$ cat src/rtl/logic_pipe_pkg.sv
// logic_pipe_pkg
// Shared definitions for the logic_pipe16x bitwise pipeline:
//   op_t        3-bit operation select
//   OP_*        opcode constants (AND .. PASS)
//   MAX_WIDTH   widest operand supported by bitwise_op
//   bitwise_op  applies one opcode to two MAX_WIDTH-bit operands; callers
//               zero-extend narrower operands and keep the low bits.
package logic_pipe_pkg;

  typedef logic [2:0] op_t;

  localparam op_t OP_AND  = 3'd0;
  localparam op_t OP_OR   = 3'd1;
  localparam op_t OP_XOR  = 3'd2;
  localparam op_t OP_NAND = 3'd3;
  localparam op_t OP_NOR  = 3'd4;
  localparam op_t OP_XNOR = 3'd5;
  localparam op_t OP_NOT  = 3'd6;
  localparam op_t OP_PASS = 3'd7;

  localparam int MAX_WIDTH = 64;

  // NOT and PASS look only at in0; in1 is ignored for those two opcodes.
  function automatic logic [MAX_WIDTH-1:0] bitwise_op(
    input op_t                  op,
    input logic [MAX_WIDTH-1:0] in1,
    input logic [MAX_WIDTH-1:0] in0
  );
    logic [MAX_WIDTH-1:0] r;
    case (op)
      OP_AND:  r = in1 & in0;
      OP_OR:   r = in1 | in0;
      OP_XOR:  r = in1 ^ in0;
      OP_NAND: r = ~(in1 & in0);
      OP_NOR:  r = ~(in1 | in0);
      OP_XNOR: r = ~(in1 ^ in0);
      OP_NOT:  r = ~in0;
      default: r = in0;
    endcase
    return r;
  endfunction

endpackage

$ cat src/rtl/logic_pipe_stage.sv
// logic_pipe_stage
// One elastic valid/ready register stage.
//   clk, reset  clock and synchronous active-high reset
//   in_valid    valid bit offered by the previous stage (or the accept strobe)
//   in_data     payload offered by the previous stage
//   adv_in      advance permission coming back from the next stage
//   adv_out     this stage may load this cycle (next stage advances or we are empty)
//   valid/data  registered contents of this stage
module logic_pipe_stage #(
  parameter int DW = 18
) (
  input  logic          clk,
  input  logic          reset,
  input  logic          in_valid,
  input  logic [DW-1:0] in_data,
  input  logic          adv_in,
  output logic          adv_out,
  output logic          valid,
  output logic [DW-1:0] data
);

  // An empty stage can always load, which is what lets bubbles collapse
  // while the output is stalled.
  assign adv_out = adv_in | ~valid;

  // Payload is only captured together with a real transaction, so a bubble
  // passing through leaves the last result (and its flags) untouched.
  always_ff @(posedge clk) begin
    if (reset) begin
      valid <= 1'b0;
      data  <= '0;
    end else if (adv_out) begin
      valid <= in_valid;
      if (in_valid) begin
        data <= in_data;
      end
    end
  end

endmodule

$ cat src/rtl/logic_pipe16x.sv
// logic_pipe16x
// Applies one of eight bitwise operations to two WIDTH-bit operands and
// carries the result plus zero/all-ones flags through STAGES elastic stages.
//   clk, reset           clock, synchronous active-high reset
//   in_valid/in_ready    operand handshake (op, in1, in0 sampled on accept)
//   op, in1, in0         operation select and operands
//   out_valid/out_ready  result handshake
//   out, zr, ones        result, result==0, result==all ones
module logic_pipe16x
  import logic_pipe_pkg::*;
#(
  parameter int WIDTH  = 16,
  parameter int STAGES = 2
) (
  input  logic             clk,
  input  logic             reset,
  input  logic             in_valid,
  output logic             in_ready,
  input  op_t              op,
  input  logic [WIDTH-1:0] in1,
  input  logic [WIDTH-1:0] in0,
  output logic             out_valid,
  input  logic             out_ready,
  output logic [WIDTH-1:0] out,
  output logic             zr,
  output logic             ones
);

  localparam int DW = WIDTH + 2;
  localparam logic [MAX_WIDTH-1:0] WMASK = {MAX_WIDTH{1'b1}} >> (MAX_WIDTH - WIDTH);

  logic [MAX_WIDTH-1:0] in1_ext;
  logic [MAX_WIDTH-1:0] in0_ext;
  logic [MAX_WIDTH-1:0] res_ext;
  logic [WIDTH-1:0]     res;
  logic                 res_zr;
  logic                 res_ones;
  logic                 accept;
  logic [STAGES-1:0]    v;
  logic [STAGES-1:0]    adv;
  logic [DW-1:0]        d [STAGES];

  // The result is formed at full package width; bits above WIDTH are
  // forced out of the flag tests with WMASK (NOT sets them to one).
  always_comb begin
    in1_ext = '0;
    in0_ext = '0;
    in1_ext[WIDTH-1:0] = in1;
    in0_ext[WIDTH-1:0] = in0;
    res_ext  = bitwise_op(op, in1_ext, in0_ext);
    res      = res_ext[WIDTH-1:0];
    res_zr   = ((res_ext & WMASK) == '0);
    res_ones = ((res_ext | ~WMASK) == {MAX_WIDTH{1'b1}});
  end

  assign in_ready = adv[0] & ~reset;
  assign accept   = in_valid & in_ready;

  // Stage 0 takes the freshly computed result; later stages copy their
  // predecessor. The last stage advances on out_ready, the rest on the
  // advance of the stage in front of them.
  for (genvar i = 0; i < STAGES; i++) begin : g_stage
    logic          s_valid_in;
    logic [DW-1:0] s_data_in;
    logic          s_adv_in;

    if (i == 0) begin : g_first
      assign s_valid_in = accept;
      assign s_data_in  = {res, res_zr, res_ones};
    end else begin : g_next
      assign s_valid_in = v[i-1];
      assign s_data_in  = d[i-1];
    end

    if (i == STAGES - 1) begin : g_last
      assign s_adv_in = out_ready;
    end else begin : g_mid
      assign s_adv_in = adv[i+1];
    end

    logic_pipe_stage #(.DW(DW)) u_stage (
      .clk      (clk),
      .reset    (reset),
      .in_valid (s_valid_in),
      .in_data  (s_data_in),
      .adv_in   (s_adv_in),
      .adv_out  (adv[i]),
      .valid    (v[i]),
      .data     (d[i])
    );
  end

  assign out_valid        = v[STAGES-1];
  assign {out, zr, ones}  = d[STAGES-1];

endmodule
$ cat config.mk
export PLATFORM = sky130hd
export DESIGN_NAME = logic_pipe16x
export DESIGN_NICKNAME = d
export VERILOG_FILES = /design/src/rtl/logic_pipe_pkg.sv /design/src/rtl/logic_pipe_stage.sv /design/src/rtl/logic_pipe16x.sv
export SDC_FILE = /design/constraint.sdc
export NUM_CORES = 1
export LEC_CHECK = 0
export ABC_AREA = 1
export BUFFER_PORTS_ARGS = -buffer_cell sky130_fd_sc_hd__buf_4
export CAP_MARGIN = 20
export CORE_MARGIN = 10
export CORE_UTILIZATION = 52
export CTS_CLUSTER_DIAMETER = 200
export DETAILED_ROUTE_END_ITERATION = 12
export GPL_ROUTABILITY_DRIVEN = 0
export PLACE_DENSITY = 0.73
export RECOVER_POWER = 50
export SLEW_MARGIN = 20
export SYNTH_ARGS = -nofsm -noshare
export SYNTH_HDL_FRONTEND = slang
export SYNTH_HIERARCHICAL = 1
export SYNTH_SLANG_ARGS = --single-unit
$ cat constraint.sdc
create_clock -name clk -period 2.3 [get_ports clk]
set_input_delay 0.115 -clock clk [delete_from_list [all_inputs] [get_ports clk]]
set_output_delay 0.115 -clock clk [all_outputs]
set_load 0.03 [all_outputs]
==> summary.md, run 1 <==
| Metric | Value |
|---|---|
| Cts bufs inserted | `5` |
| FMAX | `548.9 MHz` |
| Wire per inst | `12.71 um` |
| Worst Setup Path Type | `input pin to flip-flop` |
| Yosys warning count | `6` |
| Largest net degree at the start of global routing | `38` |
| Core ar. | `0.007807 mm^2` |
| Clock Root Buffer | `clkbuf_8` |
| Leak Pwr | `2.705 nW` |
| Clock-pin slew on the worst setup and hold paths | `70 ps` |
| Port-buffer cells | `58` |
| Die area | `around 0.012 mm^2` |
| First-pass GRT wire length | `18590 um` |
| Worst-path fanout max | `23` |
| GRT Residual Overflow | `0` |
| Rel. slew slack | `46.94%` |
| CTS sink cnt | `38` |
| Vias | `about 4600` |
| Site Rows | `32` |
| Initial antenna violation count | `0` |
| Clock Skews | `3.642 ps` |
| Post-CTS Setup Bufs | `0` |
| Final ANT Viol Nets | `0` |
| Period utilization | `about four fifths` |
| CTS tree | `done` |
| Clock Latency Late Sink | `280 ps` |
| Wl on met1 | `about 5000 um` |
| Adder-cell share of the synthesized area | `9.527%` |
| CP Data Required Time | `2520 ps` |
| RSZ-0062 raised after global routing | `no` |
| Met3 Routed Length | `between 600 and 700 um` |
| Mean Syn Cell Area | `5.611 um^2` |
| Commonest cells after routing, fill and taps aside | `nand2_1, inv_1, nor2_1, nand3_1, buf_4` |
| Seq/Total Area, Yosys | `18.10%` |
| IO Count | `59` |
| Commonest non-fill, non-tap cell in the layout | `nand2_1` |
| Pre-antenna DRT Iters | `5` |
| Slew Limit Fails | `0` |
| Initial Utilization | `53.83%` |
| Maxcap violations | `0` |
| Max layer used | `met4` |
| Area of the mapped netlist | `between 0.004 and 0.005 mm^2` |
| Post_cts resized | `0` |
| Syn Nets | `820` |
| Worst Setup End Kind | `flip-flop` |
| Final setup vio count | `0` |
| Share of synthesized area spent on multiplexers | `0%` |
| Power Density | `399.2 mW/mm^2` |
| Worst Tran Pin Value | `between 700 and 800 ps` |
| Syn Inst Count | `~750` |
| DIE WIDTH | `109.9 um` |
| Simple-gate share of the synthesized area | `between 40% and 50%` |
| Compound-gate portion of the synthesized area | `7.681%` |
| Die Y | `109.9 um` |
| Status | `complete, no violations` |
| Layout cell share with drive strength beyond 1 | `10.52%` |
| Post-synthesis register bit count | `38` |
| Remaining DRCs | `0` |
| Vias in the first global route | `4199` |
| Layout Nets | `about 860` |
| DP Wirelength | `8526 um` |
| Worst setup margin | `478.1 ps` |
| Wire length on met2 | `5295 um` |
| IR drop worst, VDD | `177.0 uV` |
| CTS Buffer Depth | `2` |
| Post-CTS Hold Buffers | `0` |
| First DRT Iteration DRCs | `between 300 and 400` |
| Ant. Diodes | `0` |
| Final hold viol count | `0` |
| Tmin final | `1822 ps` |
| Setup crit start kind | `input pin` |
| Largest family of logic cells by synthesized area | `simple AND/OR/NAND/NOR gates` |
| GRT Overall Usage | `18.32%` |
| TNS Setup | `0 ps` |
| Via-to-Cell Ratio | `5.184` |
| H-tree levels | `2` |
| Crit path DAT | `2040 ps` |
| Routed Wire Length | `11320 um` |
| Post-synthesis xor/xnor area fraction | `0%` |
| Post-Place Setup Slack | `238.0 ps` |
| Path type of the worst min-delay path | `input pin to flip-flop` |
| Count of cell types in the netlist | `23` |
| Area delta synth->final | `10.81%` |
critical path: stages:
cell,delay (ps)
buf_4,110
inv_1,130
nor2_1,210
buf_12,200
nand3_1,80
nand2_1,70
nor2_1,50
a21boi_0,480
nand2_1,100
nor2_1,100
nand2_1,60
nor2_1,80
inv_1,40
nand3_1,70
nand2_1,50
nor2_1,90
flip-flops by register name, indices dropped and copies added, names as in the netlist:
name                   flops
g_stage.u_stage/data      36
g_stage.u_stage/valid      2
power by group:
part / internal (mW) / switching (mW) / total (mW)
Combinational: 0.256 / 0.446 / 0.702
Clock: 0.231 / 0.203 / 0.434
Sequential: 0.699 / 0.0230 / 0.722
final timing paths:
check	slack [ps]	cells after the start	endpoint	start
worst max-delay path	480	16	g_stage[0].u_stage/data[0]	op[0]
worst min-delay path	40	2	g_stage[1].u_stage/valid	reset
worst min register to register	480	2	g_stage[1].u_stage/data[3]	g_stage[1].u_stage/data[3]
worst max register to register	760	9	g_stage[0].u_stage/data[13]	g_stage[1].u_stage/valid
metal layers:
| layer | vias to the layer above | GRT usage, % |
|---|---|---|
| met5 | - | 0 |
| met4 | 0 | 6.784 |
| met3 | 32 | 2.399 |
| met2 | 149 | 32.01 |
| met1 | 2027 | 22.31 |
| li1 | 2411 | - |
stage by stage:
stage               total power [mW]  instance area, um^2  std cells  hold slack [ps]  utilization [%]
global placement               1.434                 4648        885            331.4            59.54
detailed placement             1.448                 4648        885            338.0            59.54
global route                   1.999                 4657        891            45.10            59.65
floorplan                      1.233                 4203        749            184.1                -
CTS                            1.882                 4731        891            35.33            60.59
finish                         1.859                 4657        891            44.11            59.65
synthesized netlist by cell type:
master    count  area (um^2)
clkinv_1      2        7.510
a21oi_2      16        140.1
inv_1       125        469.2
nor2_2        1        6.260
nand2_2       2        12.51
nand2_1     205        769.5
buf_6         8        90.09
o21ai_0      13        65.06
a21oi_1      22        110.1
nor3_1        1        5.000
dfxtp_1      38        760.7
ha_1         32        400.4
nor3b_1       1        7.510
buf_2        22        110.1
nand4_1      28        175.2
nor2_1      114        427.9
a21boi_0      1        7.510
buf_8         2        30.03
clkbuf_1      4        15.01
buf_4         4        30.03
buf_1         2        7.510
nand3_1      96        480.5
nand3b_1     10        75.07
logic make-up (layout without fill, tap and decap cells):
kind of cell | count (synthesis) | count (layout)
AO/OA/AOI/OAI | 52 | 52
adder cells (fa/ha/maj) | 32 | 32
buffers and inverters | 169 | 209
flip-flops | 38 | 38
AND/OR/NAND/NOR | 458 | 458
final cells by class:
cell class | instances | area [um^2]
clock buffer | 6 | 82.58
fill | 799 | 3151
inverter | 127 | 476.7
multi-input combinational | 542 | 2688
sequential | 38 | 760.7
tap | 102 | 127.6
timing repair buffer | 76 | 521.8
No activity file was read; power rests on OpenSTA's default activity.
==> run 2: changes to the inputs <==
==> constraint.sdc (replaced) <==
create_clock -name clk -period 1.8 [get_ports clk]
set_input_delay 0.09 -clock clk [delete_from_list [all_inputs] [get_ports clk]]
set_output_delay 0.09 -clock clk [all_outputs]
set_load 0.03 [all_outputs]
==> run 2 against run 1 <==
Against the previous run: utilization rose by 2.4 points; design area is 4.0% higher; count of clock-buffer cells in the layout fell by 1; cell count up 2.2%; via count is 1.5% higher; largest cell class unchanged; sequential power rose by 28%; non-clock buffer count up 18; clock power grew 60%; critical path type unchanged; clock skew increased by 0.63 ps.
==> summary.md, run 2 (same netlist as run 1, synthesis figures left out) <==
| Metric | Value |
|---|---|
| Setup crit start kind | `input pin` |
| Routed Wire Length | `11120 um (-1.8%)` |
| Post-Place Cells | `903 (+2.0%)` |
| Maxcap violations | `0 (unchanged)` |
| Total power | `2.564 mW (+38%)` |
| CTS sink cnt | `38 (unchanged)` |
| Initial antenna violation count | `0 (unchanged)` |
| GRT Overall Usage | `18.41% (+0.087 points)` |
| Max incr delay on CP | `270 ps (-210 ps)` |
| Port-buffer cells | `58 (unchanged)` |
| RSZ-0062 raised after global routing | `no` |
| Remaining DRCs | `0 (unchanged)` |
| Vias in the first global route | `4386 (+4.5%)` |
| Die Y | `109.9 um (unchanged)` |
| CP max stage cell | `nand3_1` |
| Fin cells | `911 (+2.2%)` |
| Worst Path Buf+Inv | `5 (+1)` |
| Max reg flops | `36 (unchanged)` |
| Worst-path fanout max | `9 (-61%)` |
| DP Area | `0.004808 mm^2 (+3.4%)` |
| H-tree levels | `2 (unchanged)` |
| Largest regs | `g_stage.u_stage/data: 36 flops, g_stage.u_stage/valid: 2 flops` |
| IR drop worst, VDD | `437.7 uV (+150%)` |
| Ant. Diodes | `0 (unchanged)` |
| Clock Skews | `4.269 ps (+0.6271 ps)` |
| CTS Buffer Depth | `2 (unchanged)` |
| DP Wirelength | `8590 um (+0.75%)` |
| Final setup vio count | `0 (unchanged)` |
| Layout Nets | `879 (+2.1%)` |
| Clock-pin slew on the worst setup and hold paths | `70 ps (about the same)` |
| Path type of the worst min-delay path | `input pin to flip-flop` |
| Clock Root Buffer | `clkbuf_8` |
| DIE WIDTH | `109.9 um (unchanged)` |
| Util after Layout | `62.04% (+2.4 points)` |
| Area delta synth->final | `15.24%` |
| Layout cell share with drive strength beyond 1 | `13.10% (+2.6 points)` |
| CP Data Required Time | `2020 ps (-500 ps)` |
| Commonest cells after routing, fill and taps aside | `nand2_1, inv_1, nor2_1, nand3_1, buf_4` |
| Pre-antenna DRT Iters | `6 (+1)` |
| Largest net degree at the start of global routing | `38 (unchanged)` |
| Worst path most repeated cell | `nand2_1` |
| Period utilization | `87.35%` |
| Fin area | `0.004843 mm^2 (+4.0%)` |
| IO Count | `59 (unchanged)` |
| Via-to-Cell Ratio | `5.144 (-0.78%)` |
| Post_cts resized | `0 (unchanged)` |
| Crit-path cells | `buf_4 > inv_1 > buf_4 > nand3_1 > inv_1 > nand2_1 > nand2_1 > nor2_1 > nand2_1 > nand2_1 > nand2_1 > nor2_1 > nand2_1 > nor2_1 > inv_1 > nand3_1 > nand2_1 > nor2_1` |
| Vias | `4686 (+1.5%)` |
| Worst Tran Pin Value | `799.0 ps (+3.149 ps)` |
| Die area | `0.01208 mm^2 (unchanged)` |
| Power Density | `529.3 mW/mm^2 (+33%)` |
| Leak Pwr | `2.807 nW (+3.8%)` |
| Clock Latency Late Sink | `290 ps (about the same)` |
| Crit path DAT | `1790 ps (-250 ps)` |
| Slew Limit Fails | `0 (unchanged)` |
| Final ANT Viol Nets | `0 (unchanged)` |
| Site Rows | `32 (unchanged)` |
| CTS tree | `done` |
| Rel. slew slack | `46.73% (-0.21 points)` |
| First-pass GRT wire length | `18780 um (+1.0%)` |
| Post-CTS Setup Bufs | `0 (unchanged)` |
| Family with the most delay on the worst path | `simple AND/OR/NAND/NOR gates` |
| Final hold viol count | `0 (unchanged)` |
| Hold slack | `24.74 ps (-19.37 ps)` |
| GRT Residual Overflow | `0 (unchanged)` |
| Top reg by flops | `g_stage.u_stage/data` |
| Worst Setup End Kind | `flip-flop` |
| Worst Setup Path Type | `input pin to flip-flop` |
| First DRT Iteration DRCs | `304 (-2.6%)` |
| Core ar. | `0.007807 mm^2 (unchanged)` |
| Cts bufs inserted | `5 (unchanged)` |
| Commonest non-fill, non-tap cell in the layout | `nand2_1` |
| Initial Utilization | `53.83% (unchanged)` |
| Tmin final | `1572 ps` |
| Post-CTS Hold Buffers | `0 (unchanged)` |
| Wire per inst | `12.20 um (-4.0%)` |
| FMAX | `between 600 and 700 MHz` |
| Status | `complete, no violations` |
[run 2: changes by cell type in the layout (fill, tap and decap cells not counted)]
cell and delta:
buf_4 +17, clkinv_2 +2, inv_1 -2, buf_12 +1, bufinv_16 +1, clkbuf_8 -1
dfxtp_1 -1, dfxtp_4 +1, inv_2 +1, inv_4 +1, nor3b_2 -1, nor3b_4 +1
[run 2: worst paths after layout]
path                              startpoint                          to  slack [ps]  cells after the start
setup reg to reg    g_stage[0].u_stage/valid  g_stage[1].u_stage/data[3]         400                      4
setup / recovery                       op[0]  g_stage[0].u_stage/data[1]         230                     18
hold reg to reg   g_stage[0].u_stage/data[5]  g_stage[0].u_stage/data[5]         480                      2
hold / removal                         reset    g_stage[1].u_stage/valid          20                      2
[run 2: area by class of cell]
type | instances | area (um^2)
Fill cell | 783 | 2964
Multi-Input combinational cell | 542 | 2694
Sequential cell | 38 | 764.5
Timing Repair Buffer | 94 | 669.4
Inverter | 127 | 479.2
Tap cell | 102 | 127.6
Clock buffer | 5 | 68.82
Clock inverter | 3 | 40.04
[run 2: per-stage QoR]
step | worst slack, ps | TNS, ps
2_1_floorplan | -4.238 | -24.47
3_3_place_gp | -27.49 | -27.49
3_5_place_dp | -18.84 | -18.84
4_1_cts | 280.9 | 0
5_1_grt | 36.22 | 0
6_report | 227.7 | 0
[run 2: where the power goes]
part,switching (mW),internal [mW],leakage [nW]
logic,0.577,0.373,2.44
registers,0.0287,0.892,0.313
clock network,0.285,0.407,0.0579
[run 2: layer usage]
metal  vias to the layer above  share of wire [%]  global-route usage, %
li1                       2442                  -                      -
met1                      2086                 44                  22.11
met2                       138                 47                  32.26
met3                        20                7.0                  3.043
met4                         0                1.9                  6.413
met5                         -                  0                      0
==> run 3: changes to the inputs <==
--- a/config.mk
+++ b/config.mk
@@ -10,6 +10,7 @@
 export CAP_MARGIN = 20
 export CORE_MARGIN = 10
 export CORE_UTILIZATION = 52
+export CTS_BUF_LIST = sky130_fd_sc_hd__clkbuf_16
 export CTS_CLUSTER_DIAMETER = 200
 export DETAILED_ROUTE_END_ITERATION = 12
 export GPL_ROUTABILITY_DRIVEN = 0
==> run 3 against run 2 <==
Against the previous run: non-clock buffer count is the same; maximum frequency shrank 0.57%; critical path depth is the same; sequential share of layout area shrank 0.18 points; clock power grew 40%; setup slack lost 9.1 ps; worst hold slack gained 15 ps; combinational power is essentially flat; cell count is the same; largest cell class unchanged; clock skew shrank 1.7 ps; count of clock-buffer cells in the layout is the same; register-to-register slack lost 20 ps.
==> summary.md, run 3 (same netlist as run 1, synthesis figures left out) <==
| Metric | Value |
|---|---|
| Power Density | `580.5 mW/mm^2 (+9.7%)` |
| Remaining DRCs | `0 (unchanged)` |
| Commonest non-fill, non-tap cell in the layout | `nand2_1` |
| Ant. Diodes | `0 (unchanged)` |
| Met3 Use GR | `3.043% (unchanged)` |
| Die Y | `109.9 um (unchanged)` |
| Vias | `4717 (+0.66%)` |
| GRT Overall Usage | `18.60% (+0.19 points)` |
| Commonest cells after routing, fill and taps aside | `nand2_1, inv_1, nor2_1, nand3_1, buf_4` |
| Setup crit start kind | `input pin` |
| Post_cts resized | `0 (unchanged)` |
| Vias in the first global route | `4382 (-0.091%)` |
| GR Util met2 | `32.51% (+0.25 points)` |
| Crit path DAT | `1790 ps (about the same)` |
| Max reg flops | `36 (unchanged)` |
| Final hold viol count | `0 (unchanged)` |
| Layout cell share with drive strength beyond 1 | `13.10% (unchanged)` |
| Routed Wire Length | `11310 um (+1.8%)` |
| Path type of the worst min-delay path | `input pin to flip-flop` |
| Area delta synth->final | `16.58%` |
| Worst Tran Pin Value | `795.8 ps (-3.185 ps)` |
| Slew Limit Fails | `0 (unchanged)` |
| Post-CTS Setup Bufs | `0 (unchanged)` |
| Pre-antenna DRT Iters | `6 (unchanged)` |
| Leak Pwr | `2.832 nW (+0.91%)` |
| RSZ-0062 raised after global routing | `no` |
| Site Rows | `32 (unchanged)` |
| Clock Root Buffer | `clkbuf_16` |
| Fillers | `771 (-1.5%)` |
| CTS tree | `done` |
| Rel. slew slack | `46.94% (+0.21 points)` |
| IO Count | `59 (unchanged)` |
| Clock Skews | `2.580 ps (-1.689 ps)` |
| Met1 Use GR | `22.24% (+0.13 points)` |
| GRT Max-Usage Layer | `met2` |
| Final ANT Viol Nets | `0 (unchanged)` |
| Post-Place Cells | `903 (unchanged)` |
| Worst Setup End Kind | `flip-flop` |
| Initial antenna violation count | `0 (unchanged)` |
| Worst reg-to-reg path cell count | `4 (unchanged)` |
| Wire per inst | `12.42 um (+1.8%)` |
| CTS Buffer Depth | `2 (unchanged)` |
| Maxcap violations | `0 (unchanged)` |
| WHS Path Cells | `2 (unchanged)` |
| Top reg by flops | `g_stage.u_stage/data` |
| Post-CTS Hold Buffers | `0 (unchanged)` |
| Worst-path fanout max | `9 (unchanged)` |
| Via-to-Cell Ratio | `5.178 (+0.66%)` |
| Layout Nets | `879 (unchanged)` |
| Largest net degree at the start of global routing | `38 (unchanged)` |
| Period utilization | `87.86% (+0.50 points)` |
| Core ar. | `0.007807 mm^2 (unchanged)` |
| Cts bufs inserted | `5 (unchanged)` |
| CTS sink cnt | `38 (unchanged)` |
| CP Data Required Time | `2010 ps (about the same)` |
| Largest regs | `g_stage.u_stage/data: 36 flops, g_stage.u_stage/valid: 2 flops` |
| GRT Residual Overflow | `0 (unchanged)` |
| IR drop worst, VDD | `310.7 uV (-29%)` |
| First DRT Iteration DRCs | `310 (+2.0%)` |
| Tmin final | `1581 ps (+9.051 ps)` |
| Port-buffer cells | `58 (unchanged)` |
| Worst Setup Path Type | `input pin to flip-flop` |
| Clock-pin slew on the worst setup and hold paths | `60 ps (about the same)` |
| Initial Utilization | `53.83% (unchanged)` |
| Clock Latency Late Sink | `280 ps (about the same)` |
| DP Wirelength | `8590 um (unchanged)` |
| Final setup vio count | `0 (unchanged)` |
| Status | `complete, no violations` |
| DIE WIDTH | `109.9 um (unchanged)` |
| FMAX | `632.4 MHz (-0.57%)` |
| Die area | `0.01208 mm^2 (unchanged)` |
| TNS Setup | `0 ps (unchanged)` |
| H-tree levels | `2 (unchanged)` |
| Fin cells | `911 (unchanged)` |
| First-pass GRT wire length | `18910 um (+0.67%)` |
[run 3: cell types whose count changed in the layout (fill, tap and decap cells not counted)]
cell | previous run | this run
clkbuf_16 | 0 | 5
clkbuf_8 | 5 | 0
[run 3: worst paths after layout]
kind                                    from                          to  slack, ps
setup / recovery                       op[0]  g_stage[0].u_stage/data[1]        220
hold / removal                         reset    g_stage[1].u_stage/valid         40
setup reg to reg    g_stage[0].u_stage/valid  g_stage[1].u_stage/data[3]        380
hold reg to reg   g_stage[0].u_stage/data[5]  g_stage[0].u_stage/data[5]        480
[run 3: power by group]
group | internal, mW | total (mW) | switching (mW)
Combinational | 0.373 | 0.952 | 0.580
Sequential | 0.894 | 0.923 | 0.0293
Clock | 0.647 | 0.969 | 0.322
[run 3: per-stage QoR]
stage / instance area, um^2 / utilization (%) / total power, mW / hold slack [ps] / setup WS [ps]
2_1_floorplan: 4224 / - / 1.578 / 149.4 / -4.238
3_3_place_gp: 4808 / 61.59 / 1.890 / 307.3 / -27.49
3_5_place_dp: 4808 / 61.59 / 1.902 / 325.5 / -18.84
4_1_cts: 4974 / 63.70 / 2.874 / 32.63 / 254.8
5_1_grt: 4900 / 62.76 / 3.031 / 41.60 / 17.69
6_report: 4900 / 62.76 / 2.845 / 39.86 / 218.6
[run 3: worst max-delay path: stages]
cell and delay, ps:
buf_4 110, inv_1 60, buf_4 170, nand3_1 270, inv_1 130, nand2_1 100
nand2_1 50, nor2_1 80, nand2_1 60, nand2_1 50, nand2_1 60, nor2_1 120
nand2_1 70, nor2_1 100, inv_1 50, nand3_1 70, nand2_1 50, nor2_1 100
[run 3: layer usage]
| metal | wire length (um) | vias up |
|---|---|---|
| met5 | 0 | - |
| met4 | 206 | 0 |
| met3 | 795 | 22 |
| met2 | 5389 | 161 |
| met1 | 4923 | 2095 |
| li1 | - | 2439 |
[run 3: layout make-up]
type | instances | area (um^2) | area share [%]
multi-input cells | 542 | 2694 | 54.98
well taps | 102 | 127.6 | 2.605
repair buffers | 94 | 669.4 | 13.66
clock inverters | 3 | 40.04 | 0.8172
flip-flops and latches | 38 | 764.5 | 15.60
inverters | 127 | 479.2 | 9.780
clock buffers | 5 | 125.1 | 2.554
